$ cat src/rtl/sdram_ar.sv
// -----------------------------------------------------------------------------
// sdram_ar -- SDRAM auto-refresh command sequencer
//
// Runs one refresh sequence per accepted request:
//   [PRECHARGE ALL, tRP NOPs]  (only when SDRAM_AR_PRECHARGE_EN is defined)
//   AR_NUM x (AUTO REFRESH, tRFC NOPs)
//   one-cycle ar_end pulse
// Every command is held for exactly one clock; NOP is driven on all other
// cycles.
//
// Optional feature macro: SDRAM_AR_PRECHARGE_EN
//   defined   -> each sequence starts with PRECHARGE ALL followed by tRP wait
//   undefined -> the precharge states are compiled out and IDLE goes directly
//                to AUTO REFRESH
//
// Parameters
//   TRP_CLK   NOP cycles after PRECHARGE ALL (1..15)
//   TRFC_CLK  NOP cycles after each AUTO REFRESH (1..15)
//   AR_NUM    AUTO REFRESH commands per sequence (1..7)
//
// Ports
//   sys_clk    in   single clock, rising edge
//   sys_rst_n  in   synchronous reset, active HIGH despite the name
//   init_done  in   SDRAM power-up init complete; requests ignored while low
//   ar_en      in   level request from the arbiter
//   ar_end     out  one-cycle pulse when a sequence completes
//   ar_cmdo    out  {CS_n, RAS_n, CAS_n, WE_n}
//   ar_bao     out  bank address, fixed 2'b11
//   ar_addro   out  address bus, fixed 12'hFFF (A10=1: precharge all banks)
// All outputs are registered.
// -----------------------------------------------------------------------------
module sdram_ar #(
  parameter int TRP_CLK  = 2,
  parameter int TRFC_CLK = 7,
  parameter int AR_NUM   = 2
) (
  input  logic        sys_clk,
  input  logic        sys_rst_n,
  input  logic        init_done,
  input  logic        ar_en,
  output logic        ar_end,
  output logic [3:0]  ar_cmdo,
  output logic [1:0]  ar_bao,
  output logic [11:0] ar_addro
);

  localparam logic [3:0] CMD_NOP  = 4'b0111;
  localparam logic [3:0] CMD_PCHG = 4'b0010;
  localparam logic [3:0] CMD_AREF = 4'b0001;

  // The wait counter holds at the longest wait so it can never wrap.
  localparam logic [3:0] WAIT_MAX  = 4'((TRP_CLK > TRFC_CLK) ? TRP_CLK : TRFC_CLK);
  localparam logic [3:0] TRFC_LAST = 4'(TRFC_CLK - 1);
  localparam logic [2:0] AR_LAST   = 3'(AR_NUM);
`ifdef SDRAM_AR_PRECHARGE_EN
  localparam logic [3:0] TRP_LAST  = 4'(TRP_CLK - 1);
`endif

  typedef enum logic [2:0] {
    IDLE      = 3'd0,
`ifdef SDRAM_AR_PRECHARGE_EN
    PCHG      = 3'd1,
    TRP_WAIT  = 3'd2,
`endif
    AREF      = 3'd3,
    TRFC_WAIT = 3'd4,
    DONE      = 3'd5
  } state_t;

  state_t     state, state_nxt;
  logic [3:0] wait_cnt;
  logic [2:0] ref_cnt;
  logic       in_wait;
  logic [3:0] cmd_nxt;
  logic       end_nxt;

  function automatic logic [3:0] sat_inc(input logic [3:0] v);
    return (v >= WAIT_MAX) ? v : v + 4'd1;
  endfunction

  // Next-state and command decode; the command for the current state is
  // registered, so it appears on the edge that leaves that state.
  always_comb begin
    state_nxt = state;
    cmd_nxt   = CMD_NOP;
    end_nxt   = 1'b0;
    in_wait   = 1'b0;
    case (state)
      IDLE: begin
        if (ar_en && init_done) begin
`ifdef SDRAM_AR_PRECHARGE_EN
          state_nxt = PCHG;
`else
          state_nxt = AREF;
`endif
        end
      end
`ifdef SDRAM_AR_PRECHARGE_EN
      PCHG: begin
        cmd_nxt   = CMD_PCHG;
        state_nxt = TRP_WAIT;
      end
      TRP_WAIT: begin
        in_wait = 1'b1;
        if (wait_cnt == TRP_LAST) state_nxt = AREF;
      end
`endif
      AREF: begin
        cmd_nxt   = CMD_AREF;
        state_nxt = TRFC_WAIT;
      end
      TRFC_WAIT: begin
        in_wait = 1'b1;
        if (wait_cnt == TRFC_LAST)
          state_nxt = (ref_cnt == AR_LAST) ? DONE : AREF;
      end
      DONE: begin
        end_nxt   = 1'b1;
        state_nxt = IDLE;
      end
      default: state_nxt = IDLE;
    endcase
  end

  // State, counters and registered outputs
  always_ff @(posedge sys_clk) begin
    ar_bao   <= 2'b11;
    ar_addro <= 12'hFFF;
    if (sys_rst_n) begin
      state    <= IDLE;
      wait_cnt <= 4'd0;
      ref_cnt  <= 3'd0;
      ar_cmdo  <= CMD_NOP;
      ar_end   <= 1'b0;
    end else begin
      state   <= state_nxt;
      ar_cmdo <= cmd_nxt;
      ar_end  <= end_nxt;
      // Zero on every state change so each wait state starts from 0.
      if (!in_wait || state_nxt != state) wait_cnt <= 4'd0;
      else                                 wait_cnt <= sat_inc(wait_cnt);
      if (state == IDLE)      ref_cnt <= 3'd0;
      else if (state == AREF) ref_cnt <= ref_cnt + 3'd1;
    end
  end

endmodule

$ cat config.mk
export PLATFORM = sky130hd
export DESIGN_NAME = sdram_ar
export DESIGN_NICKNAME = d
export VERILOG_FILES = /design/src/rtl/sdram_ar.sv
export SDC_FILE = /design/constraint.sdc
export NUM_CORES = 1
export LEC_CHECK = 0
export CAP_MARGIN = 20
export CORE_MARGIN = 1
export CORE_UTILIZATION = 40
export DETAILED_ROUTE_END_ITERATION = 10
export GPL_TIMING_DRIVEN = 0
export PLACE_DENSITY = 0.73
export SETUP_SLACK_MARGIN = 0.3
export SLEW_MARGIN = 20
export SYNTH_ARGS = -nofsm -noshare
export SYNTH_HDL_FRONTEND = slang
export SYNTH_SLANG_ARGS = --single-unit
$ cat constraint.sdc
create_clock -name sys_clk -period 1.1 [get_ports sys_clk]
set_input_delay 0.33 -clock sys_clk [delete_from_list [all_inputs] [get_ports sys_clk]]
set_output_delay 0.33 -clock sys_clk [all_outputs]
set_load 0.005 [all_outputs]
---- Word-level counts from Yosys, hierarchy flattened ----
Cells that the tools add are included.
operators by class
  add/subtract/negate cells ............... 2
  $lt $le $gt $ge ......................... 1
  equality and inequality tests ........... 6
  multiplexer cells ....................... 7
  reductions and logical operators ........ 6
operator list
  operator             count
  $mux 3               4
  $pmux 3 s3           1
  $eq 3x2->1 const B   2
  $eq 3x3->1 const B   2
  $add 4x1->4 const B  1
  $eq 4x3->1 const B   1
  $ge 4x3->1 const B   1
  $reduce_or 2->1      2
  $add 3x1->3 const B  1
  $logic_not 3->1      1
  $ne 3x3->1           1
  $mux 1               2
  $logic_and 1x1->1    1
  $logic_not 1->1      1
  $logic_or 1x1->1     1
storage, ports and cells
  flip-flop bits (word level) ............. 15
  input port bits ......................... 4
  output and inout port bits .............. 19
  word-level logic and storage cells ...... 27

---- Longest topological paths before layout ----
  depth in word-level cells ............... 7
  depth in mapped cells ................... 5
  mapped depth without buffers ............ 5

---- Worst setup path before layout ----
OpenSTA, ideal clock, no wires.
  path type ............................... register to register
  start point ............................. register wait_cnt[0]
  end point ............................... register wait_cnt[1]
  arrival time ............................ 1.099 ns
  path slack .............................. -0.103 ns
  cell stages (with the launch flop) ...... 5
  buffers on the path ..................... 0
  cell sequence ........................... dfxtp_1 -> inv_1 -> ha_1 -> and3b_1 -> a2111oi_2
between the ends
  longest elaborated chain between the ends .. 6
  elaborated cells on any way between the ends .. 8
ends and longest elaborated chain
  item                              RTL line  text
  start: declaration                71        logic [3:0] wait_cnt;
  start signal: assignment          141       else wait_cnt <= sat_inc(wait_cnt);
  $eq 4x3->1                        114       if (wait_cnt == TRFC_LAST)
  $mux 3                            114
  $pmux 3 s3                        88        case (state)
  $ne 3x3->1                        140       if (!in_wait || state_nxt != state) wait_cnt <= 4'd0;
  $logic_or 1x1->1                  140
  $reduce_or 2->1 (no source line)  -
Several ways; a longest one is shown, not always the timed one.
A chain may end at the register's enable or synchronous reset.

---- Worst setup path after layout ----
Ends and elaborated chain as after synthesis.

==> flow_summary.ini <==
[setup_path]
cp_max_fo = 5
timing_worst_setup_path_type = flop to flop
crit_path_start_kind = flop
worstSetupEndpointType = flop
crit_arrival_ns = 1.36
worst-endpoint-required_ns = 1.27

[logic_synthesis]
synth-seq-cells = 12
synthMostInstantiatedCell = sky130_fd_sc_hd__buf_4
synth-edff-count = 0
sequential_to_total_area_share_from_yosys_stat = 0.324
synth-compound-area-share = 0.155
synth.area.top_cells = sky130_fd_sc_hd__dfxtp_1, sky130_fd_sc_hd__buf_4, sky130_fd_sc_hd__ha_1, sky130_fd_sc_hd__nand3b_1, sky130_fd_sc_hd__a21oi_1
netlist.area_leader.share = 0.324
async_flop_share = 0
synth.cell_area_sq_um = 741
post-synth-top-area-cell = sky130_fd_sc_hd__dfxtp_1
synthSimpleGateAreaFrac = 0.233
dominant_combinational_cell_family_by_area_after_synthesis = simple AND/OR/NAND/NOR gates
netlist_top_cells_count = sky130_fd_sc_hd__buf_4, sky130_fd_sc_hd__dfxtp_1, sky130_fd_sc_hd__nand3b_1
ys_warn_count = 0
synthAdderAreaFrac = 0.0676
muxShareOfSynthArea = 0
synthCells = 85
syn_avg_cell_area_sq_um = 8.71
ys_dominant_reg_cell = sky130_fd_sc_hd__dfxtp_1
post_synth_xor_area_fraction = 0
synth_cell_type_count = 29

[power]
intPower_mw = 0.701
seq_power_share = 0.485
leakage_nw = 0.466
maximum_resistive_drop_on_vdd_uv = 825
power.density_cell_area_nw_per_um2 = 784
combinational_share_of_power = 0.123
clockPowerShare = 0.392
power.switching_fraction = 0.224
power.switching_mw = 0.202

[floorplan]
die_area_sq_um = 2030
floorplan.die.height_um = 45.0
design.portCount = 23
initial_utilization = 0.429
floorplan.die.width_um = 45.0
design.core.area_sq_um = 1730
std_cell_rows = 15

[place]
dpl-instance-area_sq_um = 913
portbufs = 6
dp.final_hpwl_um = 925
gp_routability_congestion = 0.735

[global_routing]
globalRouteTotalUtil = 0.166
maximum_number_of_pins_on_one_net_before_global_route_repair = 11
use_met2 = 0.287
grt_most_used_layer = met2
residual_overflow_from_global_routing = 0
grtUsageMet1 = 0.188
vias_in_the_first_global_route = 565
grt_pass1_wl_um = 2420
initial_antenna_violation_count = 0
gr-usage-met3 = 0.0720

[status]
failed_checks = negative setup slack
result_of_the_run = finished with violations

[clocking]
path_clk_slew_ns = 0.08
worstSkewPairLatency_ns = 0.27
cts_buffers = 3
clock-root-buffer = sky130_fd_sc_hd__clkbuf_4
htreeDepth = 1
max-clock-path-buffers = 2
cts.sinks = 12
tritoncts = yes

[sta]
final_critical_path_setup_slack_ns = -0.0918
time_the_final_worst_path_needs_with_i_o_delays_and_setup_ns = 1.19
rsz0062_at_grt = true
clock-skew-final_ns = 0.00113
hold_viol_final = 0
timing.setup.tns_ns = -0.420
timing_max_transition_violations_final = 0
timing.final.setup_violations = 8
fin_crit_sh = 1.08
clock.fmax_mhz = 839

[cells_and_area]
postLayoutCellArea_sq_um = 1150
multi_input_comb_area_sq_um = 499
post-route-util = 0.667
num_antenna_cells = 0
area.sequential_sq_um = 260
area_growth_pct = 55.4
layout.filler_cells = 141
layout-drive-gt1-share = 0.598
fin_nets = 131

[route]
drt_iter0_drc = 10
detail-route-antenna-nets = 0
dr_total_vias = 673
drt_first_pass_iters = 4
detail_route.wirelength_um = 1630
post_drt_wl_per_cell_um = 11.1
via_per_inst = 4.58
detail_route.drc_violations = 0

[hold_path]
min_path_type = primary input to flop

[run]
max-cap-violations = 0
## layout make-up
| type | count | share of cell area |
|---|---|---|
| clock buffer | 4 | 0.0315 |
| buffer | 19 | 0.134 |
| timing repair buffer | 19 | 0.138 |
| sequential | 12 | 0.226 |
| multi-input combinational | 65 | 0.434 |
| inverter | 3 | 0.00978 |
| tap | 25 | 0.0272 |
## critical path, cell delays in order, from the launching register on
cell	delay, ns
sky130_fd_sc_hd__dfxtp_4	0.36
sky130_fd_sc_hd__buf_4	0.14
sky130_fd_sc_hd__ha_4	0.18
sky130_fd_sc_hd__a21oi_4	0.18
sky130_fd_sc_hd__nor2_2	0.07
sky130_fd_sc_hd__a2111oi_4	0.17
## what timing repair did
| action | 4_1_cts | 5_1_grt |
|---|---|---|
| pin swaps | 13 | 5 |
| setup endpoints to repair | 15 | 15 |
| setup buffers | 6 | 7 |
| cloned | 0 | 0 |
| hold buffers | 0 | 0 |
| gates resized for setup | 33 | 14 |
## power groups by stage
stage	Sequential (mW)	Clock (mW)	Combinational [mW]
floorplan	0.450	0	0.0767
global placement	0.452	0	0.0939
detailed placement	0.452	0	0.0953
CTS	0.439	0.359	0.0972
global route	0.438	0.388	0.123
finish	0.437	0.354	0.111
## kinds of logic after synthesis
logic type      count (synthesis)
other cells                     2
compound gates                 18
fa+ha+maj                       4
buf+inv                        22
simple gates                   27
flops                          12
## layer usage
layer / vias up / wire [um] / part of all wire
met5: - / 0 / 0
met4: 0 / 5 / 0.0031
met3: 2 / 53 / 0.033
met2: 12 / 853 / 0.52
met1: 326 / 715 / 0.44
li1: 333 / - / -
## sequential cells by signal (all words and copies together) (netlist names)
signal,count
wait_cnt,4
state,3
ar_end,1
ar_cmdo,1
ref_cnt,3
## worst paths after layout
| check | depth (start not counted) | to | startpoint | slack (ns) |
|---|---|---|---|---|
| worst max-delay path | 5 | wait_cnt[1] | wait_cnt[0] | -0.09 |
| worst min-delay path | 2 | ref_cnt[2] | sys_rst_n | 0.49 |
| worst max register to register | 5 | wait_cnt[1] | wait_cnt[0] | -0.09 |
| worst min register to register | 2 | ref_cnt[2] | ref_cnt[2] | 0.50 |
## placed cells by master, fill, tap and decap left out, types with 2 or more instances in the layout
cell                              netlist  routed
sky130_fd_sc_hd__buf_4                 17      26
sky130_fd_sc_hd__a21oi_1                5       3
sky130_fd_sc_hd__dfxtp_2                0       7
sky130_fd_sc_hd__dfxtp_1               12       2
sky130_fd_sc_hd__o21ai_1                1       3
sky130_fd_sc_hd__clkbuf_4               0       3
sky130_fd_sc_hd__nor3_1                 2       2
sky130_fd_sc_hd__clkdlybuf4s50_1        0       2
sky130_fd_sc_hd__and2b_2                2       2
sky130_fd_sc_hd__a21oi_2                1       2
sky130_fd_sc_hd__nand2b_1               2       2
sky130_fd_sc_hd__buf_2                  1       2
sky130_fd_sc_hd__a31oi_1                2       2
sky130_fd_sc_hd__nand3b_1               6       6
sky130_fd_sc_hd__dfxtp_4                0       3
sky130_fd_sc_hd__nand2_2                0       2
sky130_fd_sc_hd__ha_4                   0       3
sky130_fd_sc_hd__conb_1                 2      16
sky130_fd_sc_hd__buf_6                  1       7
sky130_fd_sc_hd__nor2_1                 4       2
sky130_fd_sc_hd__o21ai_2                0       2
sky130_fd_sc_hd__nor2_2                 0       2
sky130_fd_sc_hd__inv_2                  0       2
## stage by stage
step                      setup slack [ns]  power [mW]  hold WS [ns]  std cells
after floorplan                   -0.00892       0.527         0.392         99
after global placement              -0.496       0.546         0.484        130
after detailed placement            -0.520       0.548         0.492        130
after CTS                          -0.0573       0.895         0.497        140
after global routing                -0.148       0.948         0.524        147
final                              -0.0918       0.902         0.494        147
(Power assumes the default switching activity.)
